`src/rtl/usb_cdc_pkg.sv`:
```
// Shared definitions for the CDC endpoint router: router states, endpoint decode
// and sizing helpers.
package usb_cdc_pkg;

    localparam logic [3:0] ENDP_CTRL    = 4'd0;
    localparam int         MAX_CHANNELS = 7;

    typedef enum logic {
        ST_IDLE = 1'b0,
        ST_BUSY = 1'b1
    } router_state_t;

    typedef struct packed {
        logic       is_ctrl;
        logic       is_bulk;
        logic [2:0] chan;
    } endp_sel_t;

    function automatic int ceil_log2(input int value);
        int n;
        n = 0;
        for (int i = 0; i < 31; i++) begin
            if ((1 << i) < value) n = i + 1;
        end
        return n;
    endfunction

    function automatic logic [3:0] chan_endp(input int base, input int stride, input int j);
        return 4'(base + stride * j);
    endfunction

    function automatic endp_sel_t decode_endp(input logic [3:0] endp, input int base,
                                              input int stride, input int channels);
        endp_sel_t sel;
        sel = '0;
        if (endp == ENDP_CTRL) begin
            sel.is_ctrl = 1'b1;
        end else begin
            for (int j = 0; j < MAX_CHANNELS; j++) begin
                if (j < channels && endp == chan_endp(base, stride, j)) begin
                    sel.is_bulk = 1'b1;
                    sel.chan    = 3'(j);
                end
            end
        end
        return sel;
    endfunction

endpackage

```
`src/rtl/usb_endp_chan_state.sv`:
```
// Per-channel bulk endpoint state: ENDPOINT_HALT flag, IN byte counter, pending-ZLP
// flag and the data-toggle reset pulse raised by CLEAR_FEATURE(ENDPOINT_HALT).
module usb_endp_chan_state
    import usb_cdc_pkg::*;
#(
    parameter int MAX_PKT = 8,
    parameter bit ZLP_EN  = 1'b1
) (
    input  logic clk_i,
    input  logic rstn_i,
    input  logic clk_gate_i,
    input  logic bus_reset_i,
    input  logic sel_i,
    input  logic in_ready_i,
    input  logic in_valid_i,
    input  logic in_data_ack_i,
    input  logic halt_set_i,
    input  logic halt_clr_i,
    output logic halted_o,
    output logic pend_o,
    output logic toggle_reset_o
);

    localparam int               CNT_W   = ceil_log2(MAX_PKT + 1);
    localparam logic [CNT_W-1:0] CNT_MAX = CNT_W'(MAX_PKT);

    logic [CNT_W-1:0] r_cnt;
    logic             r_pend;
    logic             r_halted;
    logic             r_toggle;

    // NOTE: non-blocking assignments so every register samples pre-edge values.
    always_ff @(posedge clk_i or negedge rstn_i) begin
        if (!rstn_i) begin
            r_halted <= 1'b0;
            r_toggle <= 1'b0;
        end else if (bus_reset_i) begin
            r_halted <= 1'b0;
            r_toggle <= 1'b0;
        end else if (clk_gate_i) begin
            r_toggle <= halt_clr_i;
            if (halt_clr_i) r_halted <= 1'b0;
            else if (halt_set_i) r_halted <= 1'b1;
        end
    end

    // An unacknowledged packet leaves cnt/pend alone so the retry replays it.
    always_ff @(posedge clk_i or negedge rstn_i) begin
        if (!rstn_i) begin
            r_cnt  <= '0;
            r_pend <= 1'b0;
        end else if (bus_reset_i) begin
            r_cnt  <= '0;
            r_pend <= 1'b0;
        end else if (clk_gate_i) begin
            if (sel_i && in_data_ack_i) begin
                r_pend <= (r_cnt == CNT_MAX);
                r_cnt  <= '0;
            end else if (in_ready_i && in_valid_i && r_cnt != CNT_MAX) begin
                r_cnt <= r_cnt + 1'b1;
            end
        end
    end

    assign halted_o       = r_halted;
    assign pend_o         = ZLP_EN && r_pend;
    assign toggle_reset_o = r_toggle;

endmodule

```
`src/rtl/usb_endp_router.sv`:
```
// Endpoint router between the SIE and the control/bulk endpoints: latches the
// selection for a whole transaction and applies per-channel halt and ZLP handling.
module usb_endp_router
    import usb_cdc_pkg::*;
#(
    parameter int CHANNELS              = 1,
    parameter int ENDP_BASE             = 1,
    parameter int ENDP_STRIDE           = 2,
    parameter int IN_BULK_MAXPACKETSIZE = 8,
    parameter bit ZLP_EN                = 1'b1
) (
    input  logic                  clk_i,
    input  logic                  rstn_i,
    input  logic                  clk_gate_i,
    input  logic                  bus_reset_i,
    input  logic [3:0]            endp_i,
    input  logic                  in_req_i,
    input  logic                  in_ready_i,
    input  logic                  out_ready_i,
    input  logic                  in_data_ack_i,
    output logic [7:0]            in_data_o,
    output logic                  in_valid_o,
    output logic                  in_zlp_o,
    output logic                  out_nak_o,
    output logic                  stall_o,
    input  logic [7:0]            ctrl_in_data_i,
    input  logic                  ctrl_in_valid_i,
    input  logic                  ctrl_in_zlp_i,
    input  logic                  ctrl_stall_i,
    output logic                  ctrl_in_req_o,
    output logic                  ctrl_in_ready_o,
    output logic                  ctrl_out_ready_o,
    input  logic [8*CHANNELS-1:0] bulk_in_data_i,
    input  logic [CHANNELS-1:0]   bulk_in_valid_i,
    input  logic [CHANNELS-1:0]   bulk_out_nak_i,
    output logic [CHANNELS-1:0]   bulk_in_req_o,
    output logic [CHANNELS-1:0]   bulk_in_ready_o,
    output logic [CHANNELS-1:0]   bulk_out_ready_o,
    input  logic                  halt_set_i,
    input  logic                  halt_clr_i,
    input  logic [3:0]            halt_endp_i,
    output logic [CHANNELS-1:0]   halted_o,
    output logic [15:0]           toggle_reset_o
);

    router_state_t       r_state, w_state_nxt;
    endp_sel_t           r_sel_q, w_dec, w_sel;
    logic                w_any_strobe, w_blocked, w_fwd;
    logic [CHANNELS-1:0] w_bulk_sel, w_pend, w_chan_toggle, w_halt_set, w_halt_clr;

    assign w_any_strobe = in_req_i | in_ready_i | out_ready_i;
    assign w_dec        = decode_endp(endp_i, ENDP_BASE, ENDP_STRIDE, CHANNELS);

    always_ff @(posedge clk_i or negedge rstn_i) begin
        if (!rstn_i) begin
            r_state <= ST_IDLE;
            r_sel_q <= '0;
        end else if (bus_reset_i) begin
            r_state <= ST_IDLE;
            r_sel_q <= '0;
        end else if (clk_gate_i) begin
            r_state <= w_state_nxt;
            if (r_state == ST_IDLE && w_any_strobe) r_sel_q <= w_dec;
        end
    end

    always_comb begin
        w_state_nxt = r_state;
        case (r_state)
            ST_IDLE: if (w_any_strobe)  w_state_nxt = ST_BUSY;
            ST_BUSY: if (!w_any_strobe) w_state_nxt = ST_IDLE;
            default: w_state_nxt = ST_IDLE;
        endcase
    end

    // Mid-transaction endp_i changes are ignored once the selection is latched.
    assign w_sel = (r_state == ST_BUSY) ? r_sel_q : w_dec;

    always_comb begin
        for (int j = 0; j < CHANNELS; j++) begin
            w_bulk_sel[j] = w_sel.is_bulk && (w_sel.chan == 3'(j));
            w_halt_set[j] = halt_set_i && (halt_endp_i == chan_endp(ENDP_BASE, ENDP_STRIDE, j));
            w_halt_clr[j] = halt_clr_i && (halt_endp_i == chan_endp(ENDP_BASE, ENDP_STRIDE, j));
        end
    end

    assign w_blocked = !w_sel.is_ctrl && !(|(w_bulk_sel & ~halted_o));
    assign w_fwd     = !w_blocked && !bus_reset_i;

    // NOTE: every output gets a default first so no latch is inferred.
    always_comb begin
        in_data_o        = '0;
        in_valid_o       = 1'b0;
        in_zlp_o         = 1'b0;
        out_nak_o        = 1'b0;
        stall_o          = 1'b0;
        ctrl_in_req_o    = 1'b0;
        ctrl_in_ready_o  = 1'b0;
        ctrl_out_ready_o = 1'b0;
        bulk_in_req_o    = '0;
        bulk_in_ready_o  = '0;
        bulk_out_ready_o = '0;
        if (w_blocked) begin
            stall_o = 1'b1;
        end else if (w_sel.is_ctrl) begin
            in_data_o        = ctrl_in_data_i;
            in_valid_o       = ctrl_in_valid_i;
            in_zlp_o         = ctrl_in_zlp_i;
            stall_o          = ctrl_stall_i;
            ctrl_in_req_o    = w_fwd && in_req_i;
            ctrl_in_ready_o  = w_fwd && in_ready_i;
            ctrl_out_ready_o = w_fwd && out_ready_i;
        end else begin
            for (int j = 0; j < CHANNELS; j++) begin
                if (w_bulk_sel[j]) begin
                    in_data_o           = bulk_in_data_i[8*j +: 8];
                    in_valid_o          = bulk_in_valid_i[j];
                    out_nak_o           = bulk_out_nak_i[j];
                    in_zlp_o            = w_pend[j] && !bulk_in_valid_i[j];
                    bulk_in_req_o[j]    = w_fwd && in_req_i;
                    bulk_in_ready_o[j]  = w_fwd && in_ready_i;
                    bulk_out_ready_o[j] = w_fwd && out_ready_i;
                end
            end
        end
    end

    always_comb begin
        toggle_reset_o = '0;
        for (int j = 0; j < CHANNELS; j++) begin
            toggle_reset_o[chan_endp(ENDP_BASE, ENDP_STRIDE, j)] = w_chan_toggle[j];
        end
    end

    for (genvar j = 0; j < CHANNELS; j++) begin : g_chan
        usb_endp_chan_state #(
            .MAX_PKT (IN_BULK_MAXPACKETSIZE),
            .ZLP_EN  (ZLP_EN)
        ) u_state (
            .clk_i          (clk_i),
            .rstn_i         (rstn_i),
            .clk_gate_i     (clk_gate_i),
            .bus_reset_i    (bus_reset_i),
            .sel_i          (w_bulk_sel[j]),
            .in_ready_i     (bulk_in_ready_o[j]),
            .in_valid_i     (bulk_in_valid_i[j]),
            .in_data_ack_i  (in_data_ack_i),
            .halt_set_i     (w_halt_set[j]),
            .halt_clr_i     (w_halt_clr[j]),
            .halted_o       (halted_o[j]),
            .pend_o         (w_pend[j]),
            .toggle_reset_o (w_chan_toggle[j])
        );
    end

endmodule

```
`config.mk`:
```
export PLATFORM = sky130hd
export DESIGN_NAME = usb_endp_router
export DESIGN_NICKNAME = d
export VERILOG_FILES = /design/src/rtl/usb_cdc_pkg.sv /design/src/rtl/usb_endp_chan_state.sv /design/src/rtl/usb_endp_router.sv
export SDC_FILE = /design/constraint.sdc
export NUM_CORES = 1
export LEC_CHECK = 0
export BUFFER_PORTS_ARGS = -buffer_cell sky130_fd_sc_hd__buf_2
export CAP_MARGIN = 20
export CORE_MARGIN = 2
export CORE_UTILIZATION = 39
export DETAILED_ROUTE_END_ITERATION = 8
export PLACE_DENSITY = 0.88
export RECOVER_POWER = 50
export SLEW_MARGIN = 20
export SYNTH_ARGS = -nofsm -noshare
export SYNTH_HDL_FRONTEND = slang
export SYNTH_SLANG_ARGS = --single-unit
```
`constraint.sdc`:
```
create_clock -name clk_i -period 1.95 [get_ports clk_i]
set_input_delay 0.2925 -clock clk_i [delete_from_list [all_inputs] [get_ports clk_i]]
set_output_delay 0.2925 -clock clk_i [all_outputs]
set_load 0.02 [all_outputs]
```
## Yosys cells after proc, flatten, opt, wreduce, memory -nomap -nowiden

Index checks and enable logic that the tools add are counted.

- Register bits after elaboration: 13
- Input bits: 39
- Logic and storage cells: 99

- Add/sub/neg operators: 1
- Equality and inequality tests: 4
- Muxes and demuxes: 52
- Bitwise gates (word level): 5
- Reduce and logical (&&, ||, !) cells: 29

Operator list:

| operator | count |
|---|---|
| 1-bit two-way mux | 39 |
| 4-bit two-way mux | 6 |
| 8-bit two-way mux | 3 |
| 5-bit two-way mux | 4 |
| 1-bit logical AND | 13 |
| 4-bit by 1-bit equality test with 1-bit output (second input constant) | 2 |
| 2-bit AND reduction | 4 |
| 2-bit nonzero test | 3 |
| 3-bit nonzero test | 2 |
| 1-bit zero test | 5 |
| 4-bit by 1-bit adder with 4-bit output (second input constant) | 1 |
| 4-bit equality test (second input constant) | 1 |
| 4-bit zero test | 1 |
| 4-bit inequality test (second input constant) | 1 |
| 3-bit zero test | 1 |
| 1-bit NOT | 2 |
| 1-bit OR | 2 |
| 1-bit AND | 1 |

## Logic depth before layout (Yosys ltp)

Gate-level depths: netlist of the first run.

- Word-level depth: 21
- Gate-level depth with buffers: 7
- Gate-level depth less buffers: 7

## Modules after synthesis

Synthesis of the first run repeated with hierarchy kept, for this count alone.

- Cells, all modules: 131
- Area, all modules: 1027.2 µm²

By module, submodules not included:

| module | instances | cells each | area an instance (µm²) |
|---|---|---|---|
| usb_endp_router | 1 | 90 | 634.4 |
| usb_endp_chan_state | 1 | 41 | 392.9 |

## Worst setup path after synthesis of the first run

Ideal clock, no wire load.

- Path kind: input-to-output
- Start: input endp_i[1]
- End: output out_nak_o
- Data arrival time: 1.625 ns
- Required time: 1.657 ns
- Slack: 0.032 ns
- Stages on the path: 5
- Buffers on the path: 1
- Cell sequence: or4b_4 > o22ai_4 > and2b_2 > buf_6 > and2_1

- Cells in the longest elaborated chain, start to end: 9

Ends and longest elaborated chain:

| item | line | text |
|---|---|---|
| from (decl) | usb_endp_router.sv:16 | `input logic [3:0] endp_i,` |
| 4-bit by 1-bit equality test with 1-bit output or 4-bit zero test (tied branches) | usb_cdc_pkg.sv:40, usb_cdc_pkg.sv:36 |  |
| 4-bit two-way mux (on tied branches) | usb_cdc_pkg.sv:40, usb_cdc_pkg.sv:36 |  |
| 4-bit two-way mux or 5-bit two-way mux (tied branches) | usb_cdc_pkg.sv:36, usb_endp_router.sv:77 |  |
| 5-bit two-way mux * | usb_endp_router.sv:77 | `assign w_sel = (r_state == ST_BUSY) ? r_sel_q : w_dec;` |
| 1-bit logical AND | usb_endp_router.sv:81 | `w_bulk_sel[j] = w_sel.is_bulk && (w_sel.chan == 3'(j));` |
| 1-bit AND | usb_endp_router.sv:87 | `assign w_blocked = !w_sel.is_ctrl && !(\|(w_bulk_sel & ~halted_o));` |
| 1-bit zero test | usb_endp_router.sv:87 |  |
| 1-bit logical AND | usb_endp_router.sv:87 |  |
| 1-bit two-way mux * | usb_endp_router.sv:103 | `if (w_blocked) begin` |
| to (decl) | usb_endp_router.sv:24 | `output logic out_nak_o,` |

Every way passes the cells marked *; elsewhere a longest branch is shown, timed or not.

## Worst setup path after layout of the first run

- Start: input endp_i[1]
- End: output in_data_o[6]

- Cells in the longest elaborated chain, start to end: 9

Ends and longest elaborated chain:

| item | line | text |
|---|---|---|
| 4-bit by 1-bit equality test with 1-bit output or 4-bit zero test (tied branches) | usb_cdc_pkg.sv:40, usb_cdc_pkg.sv:36 |  |
| 4-bit two-way mux (on tied branches) | usb_cdc_pkg.sv:40, usb_cdc_pkg.sv:36 |  |
| 4-bit two-way mux or 5-bit two-way mux (tied branches) | usb_cdc_pkg.sv:36, usb_endp_router.sv:77 |  |
| 5-bit two-way mux * | usb_endp_router.sv:77 |  |
| 1-bit logical AND | usb_endp_router.sv:81 |  |
| 1-bit AND | usb_endp_router.sv:87 |  |
| 1-bit zero test | usb_endp_router.sv:87 |  |
| 1-bit logical AND | usb_endp_router.sv:87 |  |
| 8-bit two-way mux * | usb_endp_router.sv:103 |  |
| to (decl) | usb_endp_router.sv:21 | `output logic [7:0] in_data_o,` |

Marks and branches as above.

==> results of run 1 <==
layer usage:
layer	routed length, µm	GRT usage [%]	vias to the layer above
li1	-	-	491
met1	1010	18.2	486
met2	1580	37.5	76
met3	320	4.24	18
met4	168	5.13	0
met5	0	0	-
worst max-delay path, stage by stage:
cell and delay [ns]:
buf_6 0.09, or4b_4 0.54, o22ai_4 0.19, and2b_2 0.25
a22o_1 0.20, buf_6 0.13
cell usage in the layout, fill, tap and decap left out, drive strengths merged, types with 2 or more instances in the layout:
cell type / netlist / routed
buf: 18 / 63
conb: 1 / 15
dfrtp: 10 / 10
a22o: 9 / 9
inv: 8 / 8
nor2: 8 / 8
o21ai: 7 / 7
nand2: 4 / 4
and3b: 4 / 4
and2: 4 / 4
clkbuf: 3 / 4
a21oi: 3 / 3
o31ai: 3 / 3
nor2b: 3 / 3
nand3: 2 / 2
a31oi: 2 / 2
nor3: 2 / 2
mux2i: 2 / 2
ha: 2 / 2
and2b: 1 / 2
sequential cells by signal, indices dropped and copies added, names as in the netlist:
register                       count
r_sel_q                            2
r_state                            1
g_chan.u_state.pend_o              1
g_chan.u_state.r_cnt               4
g_chan.u_state.toggle_reset_o      1
g_chan.u_state.halted_o            1
what timing repair did:
item | in CTS | in global routing
pin swaps | 0 | 10
setup endpoints to repair | 14 | 18
gates cloned | 1 | 1
buffers inserted | 0 | 2
hold endpoints to repair | 10 | 0
resized for setup | 10 | 31
hold buffers | 1 | 0
stage by stage:
stage / cell area (µm²) / std cells / util, % / setup TNS, ns
2_1_floorplan: 985 / 124 / - / 0
3_3_place_gp: 1180 / 192 / 53.1 / -1.00
3_5_place_dp: 1180 / 192 / 53.1 / -1.13
4_1_cts: 1240 / 197 / 55.7 / -0.00448
5_1_grt: 1370 / 200 / 61.3 / -0.790
6_report: 1370 / 200 / 61.3 / -0.101
worst min-delay path by stage:
stage                     from                         end  slack (ns)  cells past startpoint
global route        clk_gate_i                     r_state        0.36                      2
finish              clk_gate_i                     r_state        0.33                      2
floorplan               rstn_i  g_chan[0].u_state.halted_o      -0.003                      0
detailed placement      rstn_i  g_chan[0].u_state.r_cnt[0]        0.17                      1
CTS                 clk_gate_i                     r_state        0.33                      2
global placement        rstn_i  g_chan[0].u_state.r_cnt[1]        0.17                      1
where the power goes:
group	internal (mW)	switching, mW
Clock	0.0713	0.0679
Combinational	0.0718	0.0973
Sequential	0.210	0.00498
cell type report:
cell class | instances | area [µm²] | share of cell area, %
Multi-Input combinational cell | 86 | 589 | 43.1
Timing Repair Buffer | 65 | 442 | 32.3
Sequential cell | 10 | 250 | 18.3
Tap cell | 28 | 35.0 | 2.56
Inverter | 8 | 30.0 | 2.19
Clock buffer | 3 | 22.5 | 1.65
cell families (layout without fill, tap and decap cells):
kind of cell	Yosys count	in the layout	share of synthesized area (%)
AOI/OAI and AO/OA	31	31	25.4
adders and majority gates	2	2	2.68
buffers and inverters	29	76	19.1
DFF	10	10	26.8
muxes	3	3	3.36
other	1	15	0.402
and+or+nand+nor	34	35	22.3
==> results.md, run 1 <==
* Minimum clock period at 2.00 ns
* Final number of hold-violating endpoints at 0
* Die width at 52.9 µm
* Mean post-synth cell area at 8.47 µm²
* WL final at 3070 µm
* Share of layout cells above drive strength 1 at 43.6%
* I/O Buffers at 58
* Power per cell area at 382 nW/µm²
* Post-synthesis cell area at 932 µm²
* Failing checks: setup timing
* Dominant cell type by area after synthesis: dfrtp_1
* Fmax at 0.501 GHz
* N_diodes at 0
* Syn. warnings at 0
* Initial DRC Count at 28
* Hold WS at 0.330 ns
* R2R Path End: g_chan[0].u_state.r_cnt[2]
* Global route total overflow at 0
* CTS Sinks at 10
* Inserted Clock Buffers at 3
* Crit end category: primary output
* Initial antenna violation count at 0
* R2r startpoint: g_chan[0].u_state.halted_o
* Initial Utilization at 41.7%
* Wire length per cell at 15.4 µm
* Power, Total at 0.523 mW
* CTS tree: done
* Kind of critical path: in -> out
* Synth top area cells: dfrtp_1, buf_4, a22o_1
* Antenna Nets Post-Route at 0
* FILL cells at 188
* All-Layer GR Usage at 18.5%
* Setup crit end: in_data_o[6]
* Slew @ Worst Pin at 0.565 ns
* Synth cell count leaders: buf_4, dfrtp_1, a22o_1
* Worst Setup SP: endp_i[1]
* Clk_skew at 0.000323 ns
* Setup slack, reg-to-reg at 0.17 ns
* Core area at 2230 µm²
* Sequential element share of the synthesized area at 26.8%
* Hold Crit Class: in -> reg
* Post-DP HPWL at 2010 µm
* Data arrival time of the worst path at 1.70 ns
* Ys async rst share at 100%
* Final Setup Violations at 4
* Via density at 5.36
* R2r worst-path depth at 5
* Reg clk slew, reported paths at 0.06 ns
* DRC at 0
* Startpoint types: input port
* Worst setup margin at -0.0459 ns
* Pins over their slew limit at 0
* Layout net count at 215
* VDD IR max at 0.000224 V
* Post-synth EDFFs at 0
* Die ar. at 2800 µm²
* Number of max-cap violations at 0
* IO Pins at 74
* Flops & latches, synth at 10
* Routed vias at 1,071
* Status: finished with violations
* Die height at 52.9 µm
* LEAKAGE at 0.717 nW
* Setup WS pre-CTS at -0.111 ns
* RSZ-0062 raised after global routing: true
* Crit share post-route at 102%
* Largest net degree at the start of global routing at 14
* Number of global-route vias before repair at 871
* Required time of the critical path at 1.66 ns
* CP Max Fanout at 7
* H-tree levels at 1
* Library cells used by synthesis at 36
* Top FF cell, synth: dfrtp_1
* Clock Path Buffers at 2
* Row cnt at 17
* First-pass GRT wire length at 3770 µm
* Max_slew headroom at 62.4%
* Clock Latency Late Sink at 0.26 ns
* Root Buffer: clkbuf_4
* 1st-pass router iterations at 4
* Routability congestion estimate from global placement at 0.804
* Post-Synthesis Cells at 110
* Synthesis-to-finish area growth at 46.8%
* Synth top area share at 26.8%
* Most frequent cell after synthesis: buf_4
No activity file was read; power rests on OpenSTA's default activity.
==> inputs of run 2 (changes only) <==
Settings changed: PLACE_DENSITY 0.88 to 0.8, REMOVE_ABC_BUFFERS set to 1.
==> run 2 against run 1 <==
The flow still finishes with violations (setup timing). Fmax increased by 1.3%. Register-to-register slack gained 0.05 ns. Count of clock-buffer cells in the layout up 1. Hold slack got worse by 0.0091 ns. Sequential share of layout area shrank 0.43 points. Critical path type unchanged. Wire length fell by 6.6%. Sequential power is essentially flat.
==> results.md, run 2 (same netlist as run 1, synthesis figures left out) <==
* Status: finished with violations
* Failing checks: setup timing
* Max_slew headroom at 60.3%
* Die height at 52.9 µm
* Minimum clock period at 1.97 ns
* Die width at 52.9 µm
* All-Layer GR Usage at 19.3%
* Routability congestion estimate from global placement at 0.896
* Largest net degree at the start of global routing at 13
* Most flops, register: g_chan.u_state.r_cnt
* N_diodes at 0
* DRC at 0
* Hold path cells at 2
* Kind of critical path: in -> out
* 1st-pass router iterations at 4
* Antenna Nets Post-Route at 0
* IO Pins at 74
* Crit-path slowest cell: or4b_4
* R2r worst-path depth at 5
* Startpoint types: input port
* Final Instance Area at 1410 µm²
* Area of the multi-input gates at 584 µm²
* Number of global-route vias before repair at 924
* I/O Buffers at 58
* Fmax at 0.507 GHz
* Pins over their slew limit at 0
* CTS tree: done
* WL final at 2870 µm
* Hold Crit Class: in -> reg
* Worst setup margin at -0.0205 ns
* Worst path max stage delay at 0.54 ns
* Core area at 2230 µm²
* LEAKAGE at 0.742 nW
* R2r startpoint: g_chan[0].u_state.halted_o
* Initial DRC Count at 22
* Crit share post-route at 101%
* Share of layout cells above drive strength 1 at 46.3%
* Root Buffer: clkbuf_4
* Crit-path cells: buf_6 -> or4b_4 -> o22ai_4 -> and2b_2 -> a22o_1 -> buf_6
* Clock Latency Late Sink at 0.27 ns
* Setup WS pre-CTS at -0.118 ns
* H-tree levels at 1
* Commonest non-fill, non-tap cells in the layout: buf_2, conb_1, buf_6, buf_4
* Final Setup Violations at 3
* Clock Path Buffers at 2
* Hold_sp: clk_gate_i
* VDD IR max at 0.000386 V
* Clk_skew at 0.00192 ns
* Worst Hold End: r_state
* RSZ-0062 raised after global routing: true
* Reg clk slew, reported paths at 0.07 ns
* Cell family with most CP delay: simple AND/OR/NAND/NOR gates
* Max FFs per register at 4
* Placed Instance Area at 1210 µm²
* Inserted Clock Buffers at 3
* Initial Utilization at 41.7%
* Data arrival time of the worst path at 1.68 ns
* Final number of hold-violating endpoints at 0
* Crit end category: primary output
* CTS Sinks at 10
* Required time of the critical path at 1.66 ns
* First-pass GRT wire length at 3960 µm
* FILL cells at 189
* R2R Path End: g_chan[0].u_state.r_cnt[2]
* Row cnt at 17
* Slew @ Worst Pin at 0.596 ns
* Post-DP HPWL at 2070 µm
* Global route total overflow at 0
* Number of max-cap violations at 0
* Initial antenna violation count at 0
* Via density at 5.17
* Synthesis-to-finish area growth at 51.1%
* Most common cell after layout, fill and taps aside: buf_2
* Die ar. at 2800 µm²
* Biggest regs: g_chan.u_state.r_cnt (4), r_sel_q (2)
* Crit path top cell by count: buf_6
* Layout net count at 219
* Crit path buf inv count at 2
* Wire length per cell at 14.0 µm
* Routed vias at 1,059
* Power per cell area at 408 nW/µm²
* CP Max Fanout at 7
* Seq. cell area at 251 µm²
* Setup slack, reg-to-reg at 0.22 ns
## run 2: what timing repair did
action	4_1_cts	5_1_grt
hold buffers	1	0
resized for setup	20	20
hold endpoints to repair	10	0
setup buffers	1	3
setup endpoints to repair	18	18
cloned	1	0
pin swaps	2	9
## run 2: area by class of cell
class,instances,area share [%]
timing repair buffer,69,33.5
multi-input combinational,86,41.5
clock buffer,4,2.58
sequential,10,17.9
tap,28,2.49
inverter,8,2.13
## run 2: power breakdown
| part | switching (mW) | leakage [nW] | internal [mW] | total [mW] |
|---|---|---|---|---|
| clock network | 0.0770 | 0.0210 | 0.113 | 0.190 |
| registers | 0.00510 | 0.137 | 0.210 | 0.215 |
| logic | 0.0939 | 0.584 | 0.0746 | 0.168 |
| total | 0.176 | 0.742 | 0.398 | 0.574 |
## run 2: per-stage QoR
step | cells | utilization (%) | total power, mW | hold WS (ns) | TNS [ns]
after CTS | 202 | 59.0 | 0.562 | 0.317 | 0
after global routing | 205 | 63.1 | 0.609 | 0.338 | -0.351
after floorplan | 103 | - | 0.290 | -0.00309 | -3.32
after detailed placement | 195 | 54.1 | 0.362 | 0.170 | -1.52
after global placement | 195 | 54.1 | 0.358 | 0.165 | -0.936
final | 205 | 63.1 | 0.574 | 0.321 | -0.0322
## run 2: worst max path at each step
stage | startpoint | cells past startpoint | endpoint
finish | endp_i[1] | 6 | in_data_o[7]
global route | endp_i[1] | 6 | in_data_o[7]
CTS | endp_i[1] | 6 | in_zlp_o
detailed placement | endp_i[1] | 6 | bulk_in_ready_o
global placement | endp_i[1] | 6 | in_zlp_o
floorplan | endp_i[1] | 4 | ctrl_in_ready_o
## run 2: metal layers
metal  track usage [%]  vias up  routed length [µm]
met5                 0        -                   0
met4              5.13        0                  29
met3              4.80        6                 351
met2              37.7       63                1440
met1              20.0      489                1050
li1                  -      501                   -
